`src/rtl/add_scheduler_if.sv`:
```
// add_scheduler_if: request, response and Add4 slice signals
// of the shared-adder scheduler, with environment/scheduler views.
interface add_scheduler_if #(
   parameter int NIBBLES = 4
);
   localparam int W = 4 * NIBBLES;

   logic         req0_valid;
   logic         req0_ready;
   logic [W-1:0] req0_a;
   logic [W-1:0] req0_b;
   logic         req0_ci;
   logic         req1_valid;
   logic         req1_ready;
   logic [W-1:0] req1_a;
   logic [W-1:0] req1_b;
   logic         req1_ci;
   logic         rsp_valid;
   logic         rsp_ready;
   logic         rsp_id;
   logic [W-1:0] rsp_sum;
   logic         rsp_cout;
   logic [3:0]   add_a;
   logic [3:0]   add_b;
   logic         add_ci;
   logic [3:0]   add_sum;
   logic         add_cout;

   modport master (
      output req0_valid, req0_a, req0_b, req0_ci,
      output req1_valid, req1_a, req1_b, req1_ci,
      output rsp_ready, add_sum, add_cout,
      input  req0_ready, req1_ready,
      input  rsp_valid, rsp_id, rsp_sum, rsp_cout,
      input  add_a, add_b, add_ci
   );

   modport slave (
      input  req0_valid, req0_a, req0_b, req0_ci,
      input  req1_valid, req1_a, req1_b, req1_ci,
      input  rsp_ready, add_sum, add_cout,
      output req0_ready, req1_ready,
      output rsp_valid, rsp_id, rsp_sum, rsp_cout,
      output add_a, add_b, add_ci
   );
endinterface

```
`src/rtl/add_scheduler.sv`:
```
// add_scheduler: round-robin sharing of one 4-bit Add4 slice between
// two requesters, one nibble per cycle, LSB first, with a carry register.
module add_scheduler #(
   parameter int NIBBLES = 4
) (
   input logic            clk,
   input logic            rst_n,
   add_scheduler_if.slave bus
);
   localparam int W  = 4 * NIBBLES;
   localparam int KW = (NIBBLES > 1) ? $clog2(NIBBLES) : 1;
   localparam logic [KW-1:0] K_LAST = KW'(NIBBLES - 1);

   typedef enum logic [1:0] {IDLE, RUN, RESP} state_t;

   state_t        state;
   state_t        state_nxt;
   logic [KW-1:0] k;
   logic [W-1:0]  a_reg;
   logic [W-1:0]  b_reg;
   logic [W-1:0]  sum_reg;
   logic          ci_reg;
   logic          id_reg;
   logic          carry_reg;
   logic          cout_reg;
   logic          last_id;
   logic          grant;
   logic          accept;
   logic          last_nib;

   // A lone requester wins; on a tie the one not served last wins.
   assign grant = bus.req1_valid & (~bus.req0_valid | ~last_id);

   assign bus.req0_ready = (state == IDLE) & ~grant & rst_n;
   assign bus.req1_ready = (state == IDLE) & grant & rst_n;

   assign accept = (bus.req0_valid & bus.req0_ready)
                 | (bus.req1_valid & bus.req1_ready);
   assign last_nib = (k == K_LAST);

   assign bus.rsp_valid = (state == RESP);
   assign bus.rsp_sum   = sum_reg;
   assign bus.rsp_cout  = cout_reg;
   assign bus.rsp_id    = id_reg;

   // Next-state logic of the IDLE/RUN/RESP sequencer.
   always_comb begin
      state_nxt = state;
      unique case (state)
         IDLE:    if (accept) state_nxt = RUN;
         RUN:     if (last_nib) state_nxt = RESP;
         RESP:    if (bus.rsp_ready) state_nxt = IDLE;
         default: state_nxt = IDLE;
      endcase
   end

   // Present the current nibble to the slice; idle the slice otherwise.
   always_comb begin
      bus.add_a  = 4'h0;
      bus.add_b  = 4'h0;
      bus.add_ci = 1'b0;
      if (state == RUN) begin
         bus.add_a  = a_reg[{k, 2'b00} +: 4];
         bus.add_b  = b_reg[{k, 2'b00} +: 4];
         bus.add_ci = (k == '0) ? ci_reg : carry_reg;
      end
   end

   // State register.
   always_ff @(posedge clk) begin
      if (!rst_n) state <= IDLE;
      else        state <= state_nxt;
   end

   // Operand capture, nibble accumulation and response registers.
   always_ff @(posedge clk) begin
      if (!rst_n) begin
         k         <= '0;
         a_reg     <= '0;
         b_reg     <= '0;
         ci_reg    <= 1'b0;
         id_reg    <= 1'b0;
         sum_reg   <= '0;
         carry_reg <= 1'b0;
         cout_reg  <= 1'b0;
         last_id   <= 1'b1;
      end else begin
         unique case (state)
            IDLE: begin
               if (accept) begin
                  a_reg  <= grant ? bus.req1_a : bus.req0_a;
                  b_reg  <= grant ? bus.req1_b : bus.req0_b;
                  ci_reg <= grant ? bus.req1_ci : bus.req0_ci;
                  id_reg <= grant;
                  k      <= '0;
               end
            end
            RUN: begin
               sum_reg[{k, 2'b00} +: 4] <= bus.add_sum;
               carry_reg <= bus.add_cout;
               k         <= k + 1'b1;
               if (last_nib) cout_reg <= bus.add_cout;
            end
            RESP: begin
               if (bus.rsp_ready) last_id <= id_reg;
            end
            default: ;
         endcase
      end
   end
endmodule
```
`src/flat_wrapper.sv`:
```
// flat-port wrapper written by rule: the top's interface ports become plain ports
module add_scheduler_flat 
#(
   parameter int NIBBLES = 4
)
  (clk, rst_n, bus_req0_valid, bus_req0_a, bus_req0_b, bus_req0_ci, bus_req1_valid, bus_req1_a, bus_req1_b, bus_req1_ci, bus_rsp_ready, bus_add_sum, bus_add_cout, bus_req0_ready, bus_req1_ready, bus_rsp_valid, bus_rsp_id, bus_rsp_sum, bus_rsp_cout, bus_add_a, bus_add_b, bus_add_ci);
  add_scheduler_if #(.NIBBLES(NIBBLES)) bus_i ();
  input logic clk;
  input logic rst_n;
  input wire logic [$bits(bus_i.req0_valid)-1:0] bus_req0_valid;
  input wire logic [$bits(bus_i.req0_a)-1:0] bus_req0_a;
  input wire logic [$bits(bus_i.req0_b)-1:0] bus_req0_b;
  input wire logic [$bits(bus_i.req0_ci)-1:0] bus_req0_ci;
  input wire logic [$bits(bus_i.req1_valid)-1:0] bus_req1_valid;
  input wire logic [$bits(bus_i.req1_a)-1:0] bus_req1_a;
  input wire logic [$bits(bus_i.req1_b)-1:0] bus_req1_b;
  input wire logic [$bits(bus_i.req1_ci)-1:0] bus_req1_ci;
  input wire logic [$bits(bus_i.rsp_ready)-1:0] bus_rsp_ready;
  input wire logic [$bits(bus_i.add_sum)-1:0] bus_add_sum;
  input wire logic [$bits(bus_i.add_cout)-1:0] bus_add_cout;
  output wire logic [$bits(bus_i.req0_ready)-1:0] bus_req0_ready;
  output wire logic [$bits(bus_i.req1_ready)-1:0] bus_req1_ready;
  output wire logic [$bits(bus_i.rsp_valid)-1:0] bus_rsp_valid;
  output wire logic [$bits(bus_i.rsp_id)-1:0] bus_rsp_id;
  output wire logic [$bits(bus_i.rsp_sum)-1:0] bus_rsp_sum;
  output wire logic [$bits(bus_i.rsp_cout)-1:0] bus_rsp_cout;
  output wire logic [$bits(bus_i.add_a)-1:0] bus_add_a;
  output wire logic [$bits(bus_i.add_b)-1:0] bus_add_b;
  output wire logic [$bits(bus_i.add_ci)-1:0] bus_add_ci;
  assign bus_i.req0_valid = bus_req0_valid;
  assign bus_i.req0_a = bus_req0_a;
  assign bus_i.req0_b = bus_req0_b;
  assign bus_i.req0_ci = bus_req0_ci;
  assign bus_i.req1_valid = bus_req1_valid;
  assign bus_i.req1_a = bus_req1_a;
  assign bus_i.req1_b = bus_req1_b;
  assign bus_i.req1_ci = bus_req1_ci;
  assign bus_i.rsp_ready = bus_rsp_ready;
  assign bus_i.add_sum = bus_add_sum;
  assign bus_i.add_cout = bus_add_cout;
  assign bus_req0_ready = bus_i.req0_ready;
  assign bus_req1_ready = bus_i.req1_ready;
  assign bus_rsp_valid = bus_i.rsp_valid;
  assign bus_rsp_id = bus_i.rsp_id;
  assign bus_rsp_sum = bus_i.rsp_sum;
  assign bus_rsp_cout = bus_i.rsp_cout;
  assign bus_add_a = bus_i.add_a;
  assign bus_add_b = bus_i.add_b;
  assign bus_add_ci = bus_i.add_ci;
  add_scheduler #(.NIBBLES(NIBBLES)) u_core (.clk(clk), .rst_n(rst_n), .bus(bus_i));
endmodule
```
`config.mk`:
```
export PLATFORM = sky130hd
export DESIGN_NAME = add_scheduler_flat
export DESIGN_NICKNAME = d
export VERILOG_FILES = /design/src/rtl/add_scheduler_if.sv /design/src/rtl/add_scheduler.sv /design/src/flat_wrapper.sv
export SDC_FILE = /design/constraint.sdc
export NUM_CORES = 1
export LEC_CHECK = 0
export ABC_AREA = 1
export BUFFER_PORTS_ARGS = -buffer_cell sky130_fd_sc_hd__buf_2
export CAP_MARGIN = 20
export CELL_PAD_IN_SITES_DETAIL_PLACEMENT = 1
export CELL_PAD_IN_SITES_GLOBAL_PLACEMENT = 1
export CORE_UTILIZATION = 36
export CTS_CLUSTER_SIZE = 10
export DETAILED_ROUTE_END_ITERATION = 12
export PLACE_DENSITY = 0.86
export REMOVE_ABC_BUFFERS = 1
export SYNTH_ARGS = -nofsm -noshare
export SYNTH_HDL_FRONTEND = slang
export SYNTH_SLANG_ARGS = --single-unit
```
`constraint.sdc`:
```
create_clock -name clk -period 2.75 [get_ports clk]
set_input_delay 0.6875 -clock clk [delete_from_list [all_inputs] [get_ports clk]]
set_output_delay 0.6875 -clock clk [all_outputs]
set_load 0.01 [all_outputs]
```
==> results.py, run 1 <==
metrics = {
    "routing": {
        "dr_wl_met2_mm": 4.40,
        "drtAntennaViolNets": 0,
        "met3WireLength_um": 416,
        "wirelength_mm": 8.85,
        "drc": 0,
        "wl_met1_mm": 3.91,
        "wire_per_inst_um": 13.3,
        "drt_first_pass_iters": 4,
        "drtIter0Drc": 73,
        "top_layer": "met4",
        "dr_total_vias": 3205,
        "via_per_inst": 4.81,
    },
    "min_path": {
        "holdCritStartpoint": "u_core.a_reg[14]",
        "min_path_type": "register to register",
        "holdPathStages": 2,
        "min_to": "u_core.a_reg[14]",
    },
    "floorplanning": {
        "die_h_um": 93.4,
        "dieArea_um2": 8730,
        "die_x_um": 93.4,
        "boundaryPins": 106,
        "start_util_pct": 38.2,
        "core_area_um2": 7890,
        "rows": 32,
    },
    "sta": {
        "worstMarginPinSlew_ns": 0.859,
        "rsz0062_at_grt": "no",
        "max_slew_margin_pct": 42.7,
        "final_hold_viol_count": 0,
        "fin_crit_sh_pct": 91.9,
        "fmaxAchievable_mhz": 395,
        "setup_viol": 0,
        "drv_slew": 0,
        "fin_ws_ns": 0.221,
        "skew_ns": 0.00548,
        "setup-tns-final_ns": 0,
        "finalCriticalPeriod_ns": 2.53,
    },
    "clock_tree": {
        "cts_tree": "yes",
        "clock_latency_ns": 0.33,
        "path_clk_slew_ns": 0.07,
        "cts_setup_buffers": 0,
        "cts-root-buf": "clkbuf_8",
        "cts.sinks": 57,
        "clockBufferDepth": 2,
        "cts.repair.resized": 0,
        "htree_levels": 3,
        "cts_buffers": 9,
        "cts_hold_buf": 0,
    },
    "synth": {
        "postSynthAreaPerCell_um2": 6.50,
        "synth_warnings": 0,
        "synthTopCellsByArea": "dfxtp_1 (38%), nand2_1 (23%), nand3_1 (7.2%)",
        "synth.top_cell.area_share_pct": 37.9,
        "synth_most_common_cell": "nand2_1",
        "synth_edf_count": 0,
        "synthesis.area_um2": 3010,
        "synthFlopType": "dfxtp_1",
        "synth.distinct_cells": 25,
        "seq_area_frac_synth_pct": 37.9,
        "synthCells": 463,
        "synth_area_leader_cell": "dfxtp_1",
        "synthTopCellsByCount": "nand2_1 (184), dfxtp_1 (57), nand3_1 (43)",
        "synthArstFlopShare_pct": 0,
        "ys_seq_elements": 57,
    },
    "placement": {
        "gp_congestion": 0.755,
        "pre_cts_slack_ns": 0.605,
        "numPortBuffers": 105,
        "dp_hpwl_mm": 6.38,
    },
    "finish": {
        "multi_input_area_um2": 1550,
        "fin_nets": 641,
        "fillers": 1099,
        "final_layout_size_suffix_gt1_share_pct": 25.7,
        "syn2layout_area_growth_pct": 25.5,
        "regArea_um2": 1140,
    },
    "critical_path": {
        "endpoint_kind": "primary output",
        "required_ns": 2.06,
        "critPathMaxStageDelay_ns": 0.42,
        "ff2ff_path_depth": 6,
        "cp_data_arrival_time_ns": 1.84,
        "worstPathCellList": "inv_2 > ha_1 > o21ai_0 > a21oi_1 > buf_2",
        "r2r_end": "u_core.bus.rsp_sum[4]",
        "path_max_fanout": 27,
        "slowest_stage": "ha_1",
        "r2r_start": "u_core.k[1]",
        "worst-setup-path-type": "register to primary output",
        "worst_setup_path_start_kind": "register",
        "r2r_setup_slack_ns": 0.92,
    },
    "job": {
        "cap_violations": 0,
    },
    "power": {
        "peakVddDrop_mv": 0.284,
        "p_leak_nw": 2.00,
        "power_density_nw_per_um2": 658,
        "fin_total_pwr_mw": 2.49,
    },
    "status": {
        "status": "finished, final reports clean",
    },
    "grt": {
        "grt_pass1_wl_mm": 14.8,
        "antenna_found_initial": 0,
        "grt_overflow": 0,
        "grt.total_usage_pct": 21.5,
        "grt_max_degree": 38,
        "grt_pass1_vias": 3274,
    },
}
==> power breakdown <==
| part | internal [mW] | switching (mW) | total [mW] |
|---|---|---|---|
| Sequential | 0.914 | 0.0414 | 0.955 |
| Combinational | 0.197 | 0.363 | 0.559 |
| Clock | 0.622 | 0.349 | 0.971 |
| Total | 1.73 | 0.753 | 2.49 |
==> layout make-up <==
class                           instances  area share [%]
Clock buffer                           10            3.64
Multi-Input combinational cell        341            40.9
Inverter                               39            3.88
Sequential cell                        57            30.2
Clock inverter                          6            2.78
Timing Repair Buffer                  111            15.1
Antenna cell                            1          0.0662
Tap cell                              102            3.38
==> worst max-delay path, delay by kind of cell (launching register included) <==
kind / cells / cell delay [ns]
buf+inv: 2 / 0.49
fa+ha+maj: 1 / 0.42
flops: 1 / 0.33
compound gates: 2 / 0.27
==> cells in the final DEF (no fill, tap or decap) <==
cell type  count
nand3_1       43
clkbuf_8      10
bufinv_16      3
nor2_2         3
nor3_1         2
nand3_2        2
inv_1         34
nor2_4         2
o21ai_2        3
nor3_2         1
nand2_2        2
a21oi_1       36
o21ai_1        2
o21ai_0       29
clkinv_2       3
nor2_1        24
ha_1           6
dfxtp_1       57
inv_2          4
o211ai_1       1
buf_4          6
nand2_1      184
clkinv_1       1
o31ai_2        1
buf_2        105
diode_2        1
==> layer usage <==
metal,up-vias,global-route usage (%)
met1,1468,25.3
met2,77,38.6
met3,13,4.15
met5,-,0
li1,1647,-
met4,0,7.82
==> cells by family after synthesis <==
kind of cell | count (synthesis) | synth area share (%)
flops | 57 | 37.9
fa+ha+maj | 6 | 2.49
compound gates | 72 | 12.7
simple gates | 263 | 36.2
buf+inv | 65 | 10.7
==> worst max path at each step <==
stage	from	endpoint	slack (ns)	cells after the start
global placement	u_core.k[0]	bus_add_ci	0.68	5
finish	u_core.k[0]	bus_add_ci	0.22	5
floorplan	bus_req0_valid	bus_req1_ready	0.40	5
CTS	u_core.k[0]	bus_add_ci	0.22	5
global route	u_core.k[0]	bus_add_ci	0.03	5
detailed placement	u_core.k[0]	bus_add_ci	0.61	5
==> per-stage QoR <==
step	hold slack, ns	cells	util, %	instance area [um2]
2_1_floorplan	0.429	437	-	2830
3_3_place_gp	0.447	650	44.8	3530
3_5_place_dp	0.461	650	44.8	3530
4_1_cts	0.471	666	47.9	3770
5_1_grt	0.490	666	47.9	3770
6_report	0.471	667	47.9	3780
Power figures use the tool's default switching activity.
==> run 2, diff against run 1 <==
Settings changed: REMOVE_ABC_BUFFERS 1 to default.
==> results.py, run 2 (same netlist as run 1, synthesis figures left out) <==
metrics = {
    "routing": {
        "via_per_inst": 4.84,
        "drtIter0Drc": 117,
        "drc": 0,
        "wire_per_inst_um": 13.0,
        "wirelength_mm": 8.63,
        "dr_total_vias": 3224,
        "drtAntennaViolNets": 0,
        "drt_first_pass_iters": 4,
    },
    "floorplanning": {
        "die_h_um": 93.4,
        "core_area_um2": 7890,
        "die_x_um": 93.4,
        "dieArea_um2": 8730,
        "start_util_pct": 38.2,
        "boundaryPins": 106,
        "rows": 32,
    },
    "sta": {
        "setup-tns-final_ns": 0,
        "fin_crit_sh_pct": 91.1,
        "fin_ws_ns": 0.245,
        "setup_viol": 0,
        "worstMarginPinSlew_ns": 0.856,
        "fmaxAchievable_mhz": 399,
        "final_hold_viol_count": 0,
        "rsz0062_at_grt": "no",
        "finalCriticalPeriod_ns": 2.51,
        "drv_slew": 0,
        "holdWs_ns": 0.469,
        "skew_ns": 0.00486,
        "max_slew_margin_pct": 42.8,
    },
    "grt": {
        "busiest_layer": "met2",
        "grt.total_usage_pct": 21.8,
        "use_met1_pct": 26.4,
        "grt_overflow": 0,
        "use_met2_pct": 38.9,
        "grt_use_met3_pct": 3.41,
        "grt_pass1_vias": 3414,
        "grt_max_degree": 38,
        "antenna_found_initial": 0,
        "grt_pass1_wl_mm": 15.1,
    },
    "clock_tree": {
        "cts-root-buf": "clkbuf_8",
        "path_clk_slew_ns": 0.07,
        "clock_latency_ns": 0.33,
        "cts.sinks": 57,
        "clockBufferDepth": 2,
        "htree_levels": 3,
        "cts_tree": "yes",
        "cts_hold_buf": 0,
        "cts_setup_buffers": 0,
        "cts.repair.resized": 0,
        "cts_buffers": 9,
    },
    "synth": {
        "synth_fp_nets": 545,
    },
    "finish": {
        "layout_common_cells": "nand2_1 (184), buf_2 (105), dfxtp_1 (57)",
        "final_layout_size_suffix_gt1_share_pct": 25.4,
        "num_antenna_cells": 0,
        "fin_nets": 641,
        "syn2layout_area_growth_pct": 23.2,
        "final_common_cell": "nand2_1",
    },
    "job": {
        "cap_violations": 0,
    },
    "critical_path": {
        "cp_data_arrival_time_ns": 1.82,
        "worst-setup-path-type": "register to primary output",
        "path_max_fanout": 27,
        "required_ns": 2.06,
        "worst_setup_path_start_kind": "register",
        "endpoint_kind": "primary output",
    },
    "placement": {
        "pre_cts_slack_ns": 0.636,
        "numPortBuffers": 105,
        "gp_congestion": 0.762,
        "dp_hpwl_mm": 6.46,
    },
    "min_path": {
        "min_path_type": "register to register",
    },
    "power": {
        "peakVddDrop_mv": 0.187,
        "p_leak_nw": 1.96,
        "power_density_nw_per_um2": 597,
    },
    "status": {
        "status": "finished, final reports clean",
    },
}
[run 2: changes by cell type in the layout (fill, tap and decap cells not counted), sizes merged]
| cell | before | now |
|---|---|---|
| bufinv | 3 | 0 |
| clkbuf | 10 | 13 |
| diode | 1 | 0 |
[run 2: worst paths after layout]
check / from / to / slack [ns] / cells after the start
worst max-delay path: u_core.k[0] / bus_add_ci / 0.24 / 5
worst min-delay path: u_core.bus.rsp_cout / u_core.bus.rsp_cout / 0.47 / 2
worst max register to register: u_core.k[1] / u_core.bus.rsp_sum[5] / 0.92 / 6
worst min register to register: u_core.bus.rsp_cout / u_core.bus.rsp_cout / 0.47 / 2
[run 2: layout make-up]
class / count / area (um2)
sequential: 57 / 1140
timing repair buffer: 111 / 571
clock inverter: 3 / 15.0
multi-input combinational: 341 / 1550
fill: 1115 / 4180
tap: 102 / 128
inverter: 39 / 146
clock buffer: 13 / 159
[run 2: metrics by stage]
stage	power, mW	util (%)	instance area, um2	std cells
finish	2.21	47.0	3710	666
detailed placement	1.53	44.8	3530	650
global placement	1.50	44.8	3530	650
global route	2.35	47.0	3710	666
floorplan	1.36	-	3010	463
CTS	2.23	47.0	3710	666
[run 2: report_power, final]
| part | leakage, nW | internal (mW) | switching (mW) | total, mW |
|---|---|---|---|---|
| registers | 0.469 | 0.914 | 0.0438 | 0.958 |
| logic | 1.40 | 0.197 | 0.357 | 0.553 |
| clock network | 0.0932 | 0.372 | 0.329 | 0.701 |
| total | 1.96 | 1.48 | 0.729 | 2.21 |
[run 2: layer usage]
| layer | part of all wire (%) | wire length, um |
|---|---|---|
| met5 | 0 | 0 |
| met4 | 1.3 | 108 |
| met3 | 3.9 | 334 |
| met2 | 48 | 4180 |
| met1 | 46 | 4000 |
[run 2: worst max-delay path, cell delays in order (launching register included)]
cell     delay (ns)
dfxtp_1        0.32
inv_2          0.32
ha_1           0.40
o21ai_0        0.12
a21oi_1        0.15
buf_2          0.16
==> run 3, diff against run 2 <==
Settings changed: CELL_PAD_IN_SITES_DETAIL_PLACEMENT 1 to default, CELL_PAD_IN_SITES_GLOBAL_PLACEMENT 1 to default, CORE_UTILIZATION 36 to 54, PLACE_DENSITY 0.86 to 0.88.
==> results.py, run 3 (same netlist as run 1, synthesis figures left out) <==
metrics = {
    "critical_path": {
        "r2r_setup_slack_ns": 0.99,
        "worst_setup_path_start_kind": "register",
        "ff2ff_path_depth": 6,
        "worst-setup-path-type": "register to primary output",
        "r2r_start": "u_core.k[1]",
        "cp_data_arrival_time_ns": 1.75,
        "crit_start": "u_core.k[0]",
        "endpoint_kind": "primary output",
        "required_ns": 2.06,
        "path_max_fanout": 27,
    },
    "sta": {
        "skew_ns": 0.00531,
        "setup_viol": 0,
        "fmaxAchievable_mhz": 410,
        "setup-tns-final_ns": 0,
        "fin_crit_sh_pct": 88.6,
        "drv_slew": 0,
        "finalCriticalPeriod_ns": 2.44,
        "rsz0062_at_grt": "no",
        "worstMarginPinSlew_ns": 0.517,
        "holdWs_ns": 0.457,
        "max_slew_margin_pct": 65.5,
        "final_hold_viol_count": 0,
    },
    "floorplanning": {
        "core_area_um2": 5240,
        "dieArea_um2": 5880,
        "boundaryPins": 106,
        "die_x_um": 76.7,
        "rows": 26,
        "die_h_um": 76.7,
        "start_util_pct": 57.5,
    },
    "finish": {
        "final_layout_size_suffix_gt1_share_pct": 25.8,
        "final_common_cell": "nand2_1",
        "layout_common_cells": "nand2_1 (184), buf_2 (105), dfxtp_1 (57)",
        "num_antenna_cells": 0,
        "fin_nets": 642,
        "syn2layout_area_growth_pct": 22.3,
        "final_area_um2": 3680,
    },
    "placement": {
        "place_area_um2": 3500,
        "gp_congestion": 0.842,
        "dp_hpwl_mm": 5.17,
        "numPortBuffers": 105,
    },
    "clock_tree": {
        "clock_latency_ns": 0.34,
        "cts-root-buf": "clkbuf_8",
        "cts.sinks": 57,
        "cts.repair.resized": 0,
        "cts_tree": "yes",
        "cts_setup_buffers": 0,
        "cts_hold_buf": 0,
        "cts_buffers": 9,
        "htree_levels": 3,
        "clockBufferDepth": 2,
        "path_clk_slew_ns": 0.07,
    },
    "min_path": {
        "holdCritStartpoint": "u_core.bus.rsp_cout",
        "min_path_type": "register to register",
        "holdPathStages": 2,
    },
    "routing": {
        "drtIter0Drc": 188,
        "wirelength_mm": 7.35,
        "wire_per_inst_um": 11.6,
        "drtAntennaViolNets": 0,
        "via_per_inst": 5.09,
        "drc": 0,
        "dr_total_vias": 3235,
        "drt_first_pass_iters": 5,
    },
    "grt": {
        "grt_pass1_vias": 3015,
        "grt.total_usage_pct": 26.7,
        "grt_pass1_wl_mm": 12.5,
        "grt_max_degree": 38,
        "antenna_found_initial": 0,
        "grt_overflow": 0,
    },
    "power": {
        "internal-power_mw": 1.48,
        "netSwitchingFraction_pct": 32.9,
        "p_switching_uw": 727,
        "p_leak_nw": 1.97,
        "power_density_nw_per_um2": 600,
        "clkPwrFrac_pct": 32.2,
        "peakVddDrop_mv": 0.263,
        "combPwrFrac_pct": 24.5,
        "p_seq_share_pct": 43.3,
    },
    "status": {
        "status": "finished, final reports clean",
    },
    "synth": {
        "synth_fp_nets": 545,
    },
    "job": {
        "cap_violations": 0,
    },
}
-- run 3: final cells by class --
cell class | count | area, um2
fillers | 453 | 1560
multi-input cells | 341 | 1550
flip-flops and latches | 57 | 1140
repair buffers | 112 | 578
clock buffers | 11 | 151
inverters | 39 | 146
well taps | 70 | 87.6
clock inverters | 5 | 30.0
-- run 3: final timing paths --
check,to
worst max register to register,u_core.bus.rsp_sum[4]
worst min-delay path,u_core.bus.rsp_cout
worst max-delay path,bus_add_ci
worst min register to register,u_core.bus.rsp_cout
-- run 3: per-stage QoR --
step,instances,power (mW),setup slack (ns),utilization (%)
global placement,619,1.49,0.760,66.8
CTS,635,2.21,0.316,70.3
global route,635,2.33,0.192,70.3
detailed placement,619,1.51,0.686,66.8
finish,635,2.21,0.312,70.3
floorplan,463,1.36,0.723,-
-- run 3: power groups by stage --
stage | Clock, mW | Sequential (mW) | Combinational (mW)
2_1_floorplan | 0 | 0.970 | 0.389
3_5_place_dp | 0 | 0.973 | 0.533
3_3_place_gp | 0 | 0.969 | 0.516
5_1_grt | 0.763 | 0.963 | 0.605
6_report | 0.712 | 0.956 | 0.541
4_1_cts | 0.720 | 0.955 | 0.538
-- run 3: routing by layer --
layer | up-vias | part of all wire (%) | GRT usage [%]
li1 | 1654 | - | -
met1 | 1441 | 43 | 30.1
met2 | 122 | 48 | 47.0
met3 | 18 | 5.7 | 5.00
met4 | 0 | 2.7 | 15.4
met5 | - | 0 | 0
-- run 3: critical path, stage by stage, from the launching register on --
cell	delay, ns
dfxtp_1	0.32
inv_2	0.30
ha_1	0.38
o21ai_0	0.11
a21oi_1	0.15
buf_2	0.15
